### src/rtl/infoframe_builder.sv
// -----------------------------------------------------------------------------
// infoframe_builder
//   Programmable HDMI InfoFrame source. Payload bytes are written into a shadow
//   buffer; a commit pulse starts a serial checksum (one byte per clock). The
//   finished frame is swapped into the active registers only at a packet
//   boundary (pkt_done) or immediately when no frame is valid yet, so the
//   scheduler never sees a half-updated packet.
//
// Ports
//   clk          system / pixel clock
//   rst_n        asynchronous active-low reset
//   wr_en        payload byte write strobe
//   wr_addr      payload byte index PBn, n = 1..IF_LENGTH
//   wr_data      payload byte value
//   commit       pulse: build a frame from the shadow buffer
//   pkt_done     pulse: current InfoFrame packet fully transmitted
//   busy         high from accepted commit until the swap completes
//   frame_valid  active header/sub hold a valid frame
//   header       {3'b0, IF_LENGTH[4:0], IF_VERSION, IF_TYPE}
//   sub          sub[i*56+:56] = {PB[7i+6]..PB[7i]}, PB0 = checksum
// -----------------------------------------------------------------------------
module infoframe_builder #(
    parameter logic [7:0] IF_TYPE    = 8'h84,
    parameter logic [7:0] IF_VERSION = 8'h01,
    parameter int         IF_LENGTH  = 10
) (
    input  logic         clk,
    input  logic         rst_n,
    input  logic         wr_en,
    input  logic [4:0]   wr_addr,
    input  logic [7:0]   wr_data,
    input  logic         commit,
    input  logic         pkt_done,
    output logic         busy,
    output logic         frame_valid,
    output logic [23:0]  header,
    output logic [223:0] sub
);

    localparam logic [4:0] LEN5    = 5'(IF_LENGTH);
    localparam logic [7:0] HB2     = {3'b000, LEN5};
    localparam logic [7:0] HDR_SUM = IF_TYPE + IF_VERSION + HB2;

    typedef enum logic [1:0] {IDLE, SUM, CSUM, PEND} state_t;

    state_t      state_reg, state_next;
    logic [7:0]  shadow_reg [1:IF_LENGTH];
    logic [7:0]  active_reg [0:IF_LENGTH];
    logic [7:0]  acc_reg;
    logic [7:0]  chk_reg;
    logic [4:0]  idx_reg;
    logic        frame_valid_reg;
    logic [7:0]  shadow_sel;
    logic        accept_commit;
    logic        swap;

    assign accept_commit = (state_reg == IDLE) && commit;
    // With no valid frame on air there is no packet boundary to wait for.
    assign swap = (state_reg == PEND) && (pkt_done || !frame_valid_reg);

    // ---------------- FSM: state register ----------------
    always_ff @(posedge clk or negedge rst_n) begin
        if (!rst_n) begin
            state_reg <= IDLE;
        end else begin
            state_reg <= state_next;
        end
    end

    // ---------------- FSM: next state ----------------
    always_comb begin
        state_next = state_reg;
        case (state_reg)
            IDLE: if (commit)            state_next = SUM;
            SUM:  if (idx_reg == LEN5)   state_next = CSUM;
            CSUM:                        state_next = PEND;
            PEND: if (swap)              state_next = IDLE;
            default:                     state_next = IDLE;
        endcase
    end

    // ---------------- FSM: outputs ----------------
    always_comb begin
        busy = (state_reg != IDLE);
    end

    // Shadow byte selected by the running index (decoded mux keeps the
    // index width independent of the array bounds).
    always_comb begin
        shadow_sel = 8'h00;
        for (int i = 1; i <= IF_LENGTH; i++) begin
            if (idx_reg == 5'(i)) begin
                shadow_sel = shadow_reg[i];
            end
        end
    end

    // ---------------- Checksum datapath ----------------
    always_ff @(posedge clk or negedge rst_n) begin
        if (!rst_n) begin
            acc_reg <= 8'h00;
            idx_reg <= 5'd0;
            chk_reg <= 8'h00;
        end else begin
            if (accept_commit) begin
                acc_reg <= HDR_SUM;
                idx_reg <= 5'd1;
            end else if (state_reg == SUM) begin
                acc_reg <= acc_reg + shadow_sel;
                idx_reg <= idx_reg + 5'd1;
            end
            if (state_reg == CSUM) begin
                chk_reg <= (~acc_reg) + 8'd1;
            end
        end
    end

    // ---------------- Shadow buffer (writes locked while building) ----------------
    always_ff @(posedge clk or negedge rst_n) begin
        if (!rst_n) begin
            for (int i = 1; i <= IF_LENGTH; i++) begin
                shadow_reg[i] <= 8'h00;
            end
        end else if (wr_en && !busy) begin
            for (int i = 1; i <= IF_LENGTH; i++) begin
                if (wr_addr == 5'(i)) begin
                    shadow_reg[i] <= wr_data;
                end
            end
        end
    end

    // ---------------- Active frame: changes only on swap ----------------
    always_ff @(posedge clk or negedge rst_n) begin
        if (!rst_n) begin
            for (int i = 0; i <= IF_LENGTH; i++) begin
                active_reg[i] <= 8'h00;
            end
            frame_valid_reg <= 1'b0;
        end else if (swap) begin
            active_reg[0] <= chk_reg;
            for (int i = 1; i <= IF_LENGTH; i++) begin
                active_reg[i] <= shadow_reg[i];
            end
            frame_valid_reg <= 1'b1;
        end
    end

    assign frame_valid = frame_valid_reg;
    assign header      = {3'b000, LEN5, IF_VERSION, IF_TYPE};

    // Bytes past the programmed length are hard zero.
    for (genvar gi = 0; gi < 28; gi++) begin : g_sub
        if (gi <= IF_LENGTH) begin : g_used
            assign sub[gi*8 +: 8] = active_reg[gi];
        end else begin : g_zero
            assign sub[gi*8 +: 8] = 8'h00;
        end
    end

endmodule

### config.mk
export PLATFORM = sky130hd
export DESIGN_NAME = infoframe_builder
export DESIGN_NICKNAME = d
export VERILOG_FILES = /design/src/rtl/infoframe_builder.sv
export SDC_FILE = /design/constraint.sdc
export NUM_CORES = 1
export LEC_CHECK = 0
export CORE_MARGIN = 3
export CORE_UTILIZATION = 32
export CTS_BUF_LIST = sky130_fd_sc_hd__clkbuf_16
export CTS_CLUSTER_DIAMETER = 50
export CTS_CLUSTER_SIZE = 14
export DETAILED_ROUTE_END_ITERATION = 10
export PLACE_DENSITY = 0.68
export SYNTH_ARGS = -nofsm -noshare
export SYNTH_HDL_FRONTEND = slang
export SYNTH_SLANG_ARGS = --single-unit
### constraint.sdc
create_clock -name clk -period 6.35 [get_ports clk]
set_clock_uncertainty 0.1 [all_clocks]
set_input_delay 1.5875 -clock clk [delete_from_list [all_inputs] [get_ports clk]]
set_output_delay 1.5875 -clock clk [all_outputs]
set_load 0.1 [all_outputs]
==> impl_table.tex <==
\begin{tabular}{lr}
\hline
Metric & Value \\
\hline
\multicolumn{2}{l}{\textbf{Setup path}} \\
\quad Worst-path cell with the longest stage delay & sky130\_fd\_sc\_hd\_\_ha\_1 \\
\quad Sort of element at the start of the critical path & flop \\
\quad Maximum fanout along the worst path & 23 \\
\quad Critical path endpoint category & flop \\
\quad Number of buffer and inverter stages on the critical path & 2 \\
\quad Critical setup path kind & reg -> reg \\
\quad Largest stage delay on the critical path & 0.51 ns \\
\quad Top cell family by delay on the critical path & simple AND/OR/NAND/NOR gates \\
\quad Crit path launch & idx\_reg[0] \\
\quad Critical R2R Capture & acc\_reg[7] \\
\quad Data arrival, critical path & 4.40 ns \\
\quad Worst Reg2Reg Path Length in Cells & 14 \\
\quad Worst endpoint required time & 6.55 ns \\
\quad Chain of cells forming the critical path & inv\_1, ha\_1, buf\_4, nand4bb\_1, nand2\_1, o22ai\_1, a211oi\_1, ha\_1, nand3\_1, o211ai\_1, o41ai\_1, or4b\_1, nand3\_1, nand3\_2 \\
\quad Startpoint of the worst-slack reg-to-reg timing path & idx\_reg[0] \\
\quad Reg2reg setup slack & 2.15 ns \\
\multicolumn{2}{l}{\textbf{Routing}} \\
\quad Detailed Route Iter0 Violations & 367 \\
\quad Length of the first detailed-routing pass in iterations & 4 \\
\quad Post-detailed-routing wire length & 22500 microns \\
\quad ANT nets after route & 0 \\
\quad Drt wl/cell & 17.0 microns \\
\quad Routed vias & 5970 \\
\quad Drt via density & 4.51 \\
\quad Post-detailed-route DRC marker count & 0 \\
\multicolumn{2}{l}{\textbf{Final layout}} \\
\quad Proportion of layout cells with a drive suffix above 1 & 23.6\% \\
\quad Non-filler cells, final & 1324 \\
\quad Max reg flops & 88 \\
\quad Final layout net count & 958 \\
\quad Number of diodes added for antenna fixing & 0 \\
\quad Top library cells by usage in the layout, fill and taps aside & 192 x sky130\_fd\_sc\_hd\_\_dfrtp\_1, 174 x sky130\_fd\_sc\_hd\_\_mux2\_2, 160 x sky130\_fd\_sc\_hd\_\_conb\_1 \\
\quad Leading cell type in the layout, fill and taps excluded & sky130\_fd\_sc\_hd\_\_dfrtp\_1 \\
\quad Layout-stage area growth over the synthesis result & 14.1\% \\
\quad Count of fill cells added during filler insertion & 2919 \\
\multicolumn{2}{l}{\textbf{GRT}} \\
\quad Number of antenna violations at the first check in global routing & 0 \\
\quad Via count of the first global-routing pass & 6020 \\
\quad GRT Overall Usage & 13.5\% \\
\quad First-pass GRT wire length & 35000 microns \\
\quad Total gr overflow & 0 \\
\quad Maximum number of pins on one net before global-route repair & 105 \\
\multicolumn{2}{l}{\textbf{STA}} \\
\quad Final number of max-transition violations & 0 \\
\quad Final period demand of the worst path & 4.20 ns \\
\quad Slew at the pin closest to its max-slew limit & 1.07 ns \\
\quad Maximum clock frequency & 0.238 GHz \\
\quad Setup TNS & 0 ns \\
\quad Count of endpoints failing hold in the final timing report & 0 \\
\quad Final setup viols & 0 \\
\quad Final Cycle Share & 66.1\% \\
\quad Setup repair after global routing missed its margin & no \\
\quad Max-slew headroom & 28.5\% \\
\multicolumn{2}{l}{\textbf{Logic synthesis}} \\
\quad Post-synth EDFFs & 0 \\
\quad Count of yosys warnings during synthesis & 0 \\
\quad Share of the synthesized area in the top cell type & 48.9\% \\
\quad Post-Synthesis Cell Area & 9820 sq um \\
\quad Cell accounting for the most synthesized area & sky130\_fd\_sc\_hd\_\_dfrtp\_1 \\
\quad Async SR Flop Fraction & 100\% \\
\quad Largest cells by area after synthesis & sky130\_fd\_sc\_hd\_\_dfrtp\_1 49\%, sky130\_fd\_sc\_hd\_\_mux2\_2 20\%, sky130\_fd\_sc\_hd\_\_buf\_4 12\% \\
\quad Leading register cell type out of synthesis & sky130\_fd\_sc\_hd\_\_dfrtp\_1 \\
\quad Flip-flop and latch count after synthesis & 192 \\
\quad Average footprint of a synthesized cell & 11.8 sq um \\
\quad Synthesized instance count & 835 \\
\quad Seq/Total Area, Yosys & 48.9\% \\
\quad Number of distinct standard cells referenced by the synthesized netlist & 52 \\
\multicolumn{2}{l}{\textbf{Min path}} \\
\quad Hold wc startpoint & chk\_reg[7] \\
\quad WHS Endpoint & sub[7] \\
\quad Classification of the worst-slack hold path & reg -> reg \\
\quad Number of cells on the worst hold path & 1 \\
\multicolumn{2}{l}{\textbf{CTS}} \\
\quad Clock-pin slew reported for the worst setup and hold paths after clock tree synthesis & 0.07 ns \\
\quad Clock root buffer & sky130\_fd\_sc\_hd\_\_clkbuf\_16 \\
\quad Latest clock arrival within the worst-skew pair & 0.43 ns \\
\quad CTS tree & built \\
\quad Sinks on Clock Net & 192 \\
\quad Cts hold-fix bufs & 0 \\
\quad Clock Path Buffers & 2 \\
\quad Post\_cts resized & 0 \\
\quad Number of buffers inserted during clock tree synthesis & 17 \\
\quad CTS H-tree depth & 4 \\
\quad Number of buffers added for setup after CTS & 0 \\
\multicolumn{2}{l}{\textbf{Placed design}} \\
\quad Final GP Congestion & 0.861 \\
\quad Number of port buffers & 107 \\
\quad Placed cell count & 1293 \\
\quad HPWL Detailed & 16500 microns \\
\multicolumn{2}{l}{\textbf{Floorplanning}} \\
\quad Horizontal die dimension & 181 microns \\
\quad Boundary pin count & 268 \\
\quad Core Box Area & 30000 sq um \\
\quad Starting Density & 32.8\% \\
\quad Die Area & 32800 sq um \\
\quad Number of standard-cell rows in the floorplan & 63 \\
\quad Vertical extent of the die & 181 microns \\
\multicolumn{2}{l}{\textbf{Run status}} \\
\quad Run status & finished clean \\
\multicolumn{2}{l}{\textbf{Flow run}} \\
\quad Max-capacitance violation count & 0 \\
\hline
\end{tabular}
==> synthesized netlist by cell type (all sizes together), types with 5 or more instances <==
cell type	number
inv	12
dfrtp	192
xnor2	9
a211oi	7
nand3	6
nand2b	6
buf	175
mux2	174
clkbuf	26
o211ai	6
xor2	5
ha	17
nand3b	10
o21ai	18
a21oi	39
o22ai	12
nor3b	6
nor2b	6
nand2	43
nor2	24
==> metrics by stage <==
step,cell area (sq um),setup slack [ns],util [%],hold WS (ns)
after detailed placement,10700,2.16,35.6,0.390
after floorplan,10400,2.88,-,0.377
after global placement,10700,2.31,35.6,0.375
final,11200,2.15,37.4,0.403
after global routing,11200,1.82,37.4,0.419
after CTS,11200,2.17,37.4,0.408
==> cell families (layout without fill, tap and decap cells) <==
group	count (synthesis)	count (layout)	synth area share (%)
simple gates	118	118	6.51
buf+inv	213	154	14.4
compound gates	101	101	6.28
other cells	2	160	0.0765
xor+xnor	14	14	1.25
fa+ha+maj	18	18	2.37
mux	177	177	20.3
flops	192	192	48.9
==> how the worst max path moves through the flow <==
stage	slack (ns)	cells after the start	end
floorplan	2.88	15	acc_reg[7]
global placement	2.31	15	acc_reg[7]
detailed placement	2.16	15	acc_reg[7]
CTS	2.17	15	acc_reg[7]
global route	1.82	14	acc_reg[7]
finish	2.15	14	acc_reg[7]
==> cell type report <==
class	instances	area, sq um	share of cell area [%]
repair buffers	111	1110	9.95
inverters	12	45.0	0.402
clock inverters	14	118	1.05
flip-flops and latches	192	4800	42.9
clock buffers	17	425	3.80
multi-input cells	588	4210	37.6
well taps	390	488	4.36
==> routing by layer <==
layer	vias to the layer above	track usage [%]	share of wire, %
met3	26	2.78	5.5
met1	2968	17.8	44
met4	0	4.24	2.0
li1	2744	-	-
met2	232	22.5	49
met5	-	0	0
==> worst reg2reg max path: stages (launching register included) <==
cell and delay [ns]:
sky130_fd_sc_hd__dfrtp_1 0.43, sky130_fd_sc_hd__inv_1 0.10, sky130_fd_sc_hd__ha_1 0.51, sky130_fd_sc_hd__buf_4 0.35, sky130_fd_sc_hd__nand4bb_1 0.46, sky130_fd_sc_hd__nand2_1 0.37
sky130_fd_sc_hd__o22ai_1 0.17, sky130_fd_sc_hd__a211oi_1 0.23, sky130_fd_sc_hd__ha_1 0.25, sky130_fd_sc_hd__nand3_1 0.10, sky130_fd_sc_hd__o211ai_1 0.21, sky130_fd_sc_hd__o41ai_1 0.11
sky130_fd_sc_hd__or4b_1 0.50, sky130_fd_sc_hd__nand3_1 0.12, sky130_fd_sc_hd__nand3_2 0.07
Power is not shown: default switching activity piles up to over one toggle a cycle in this logic, so the estimate is an artifact.
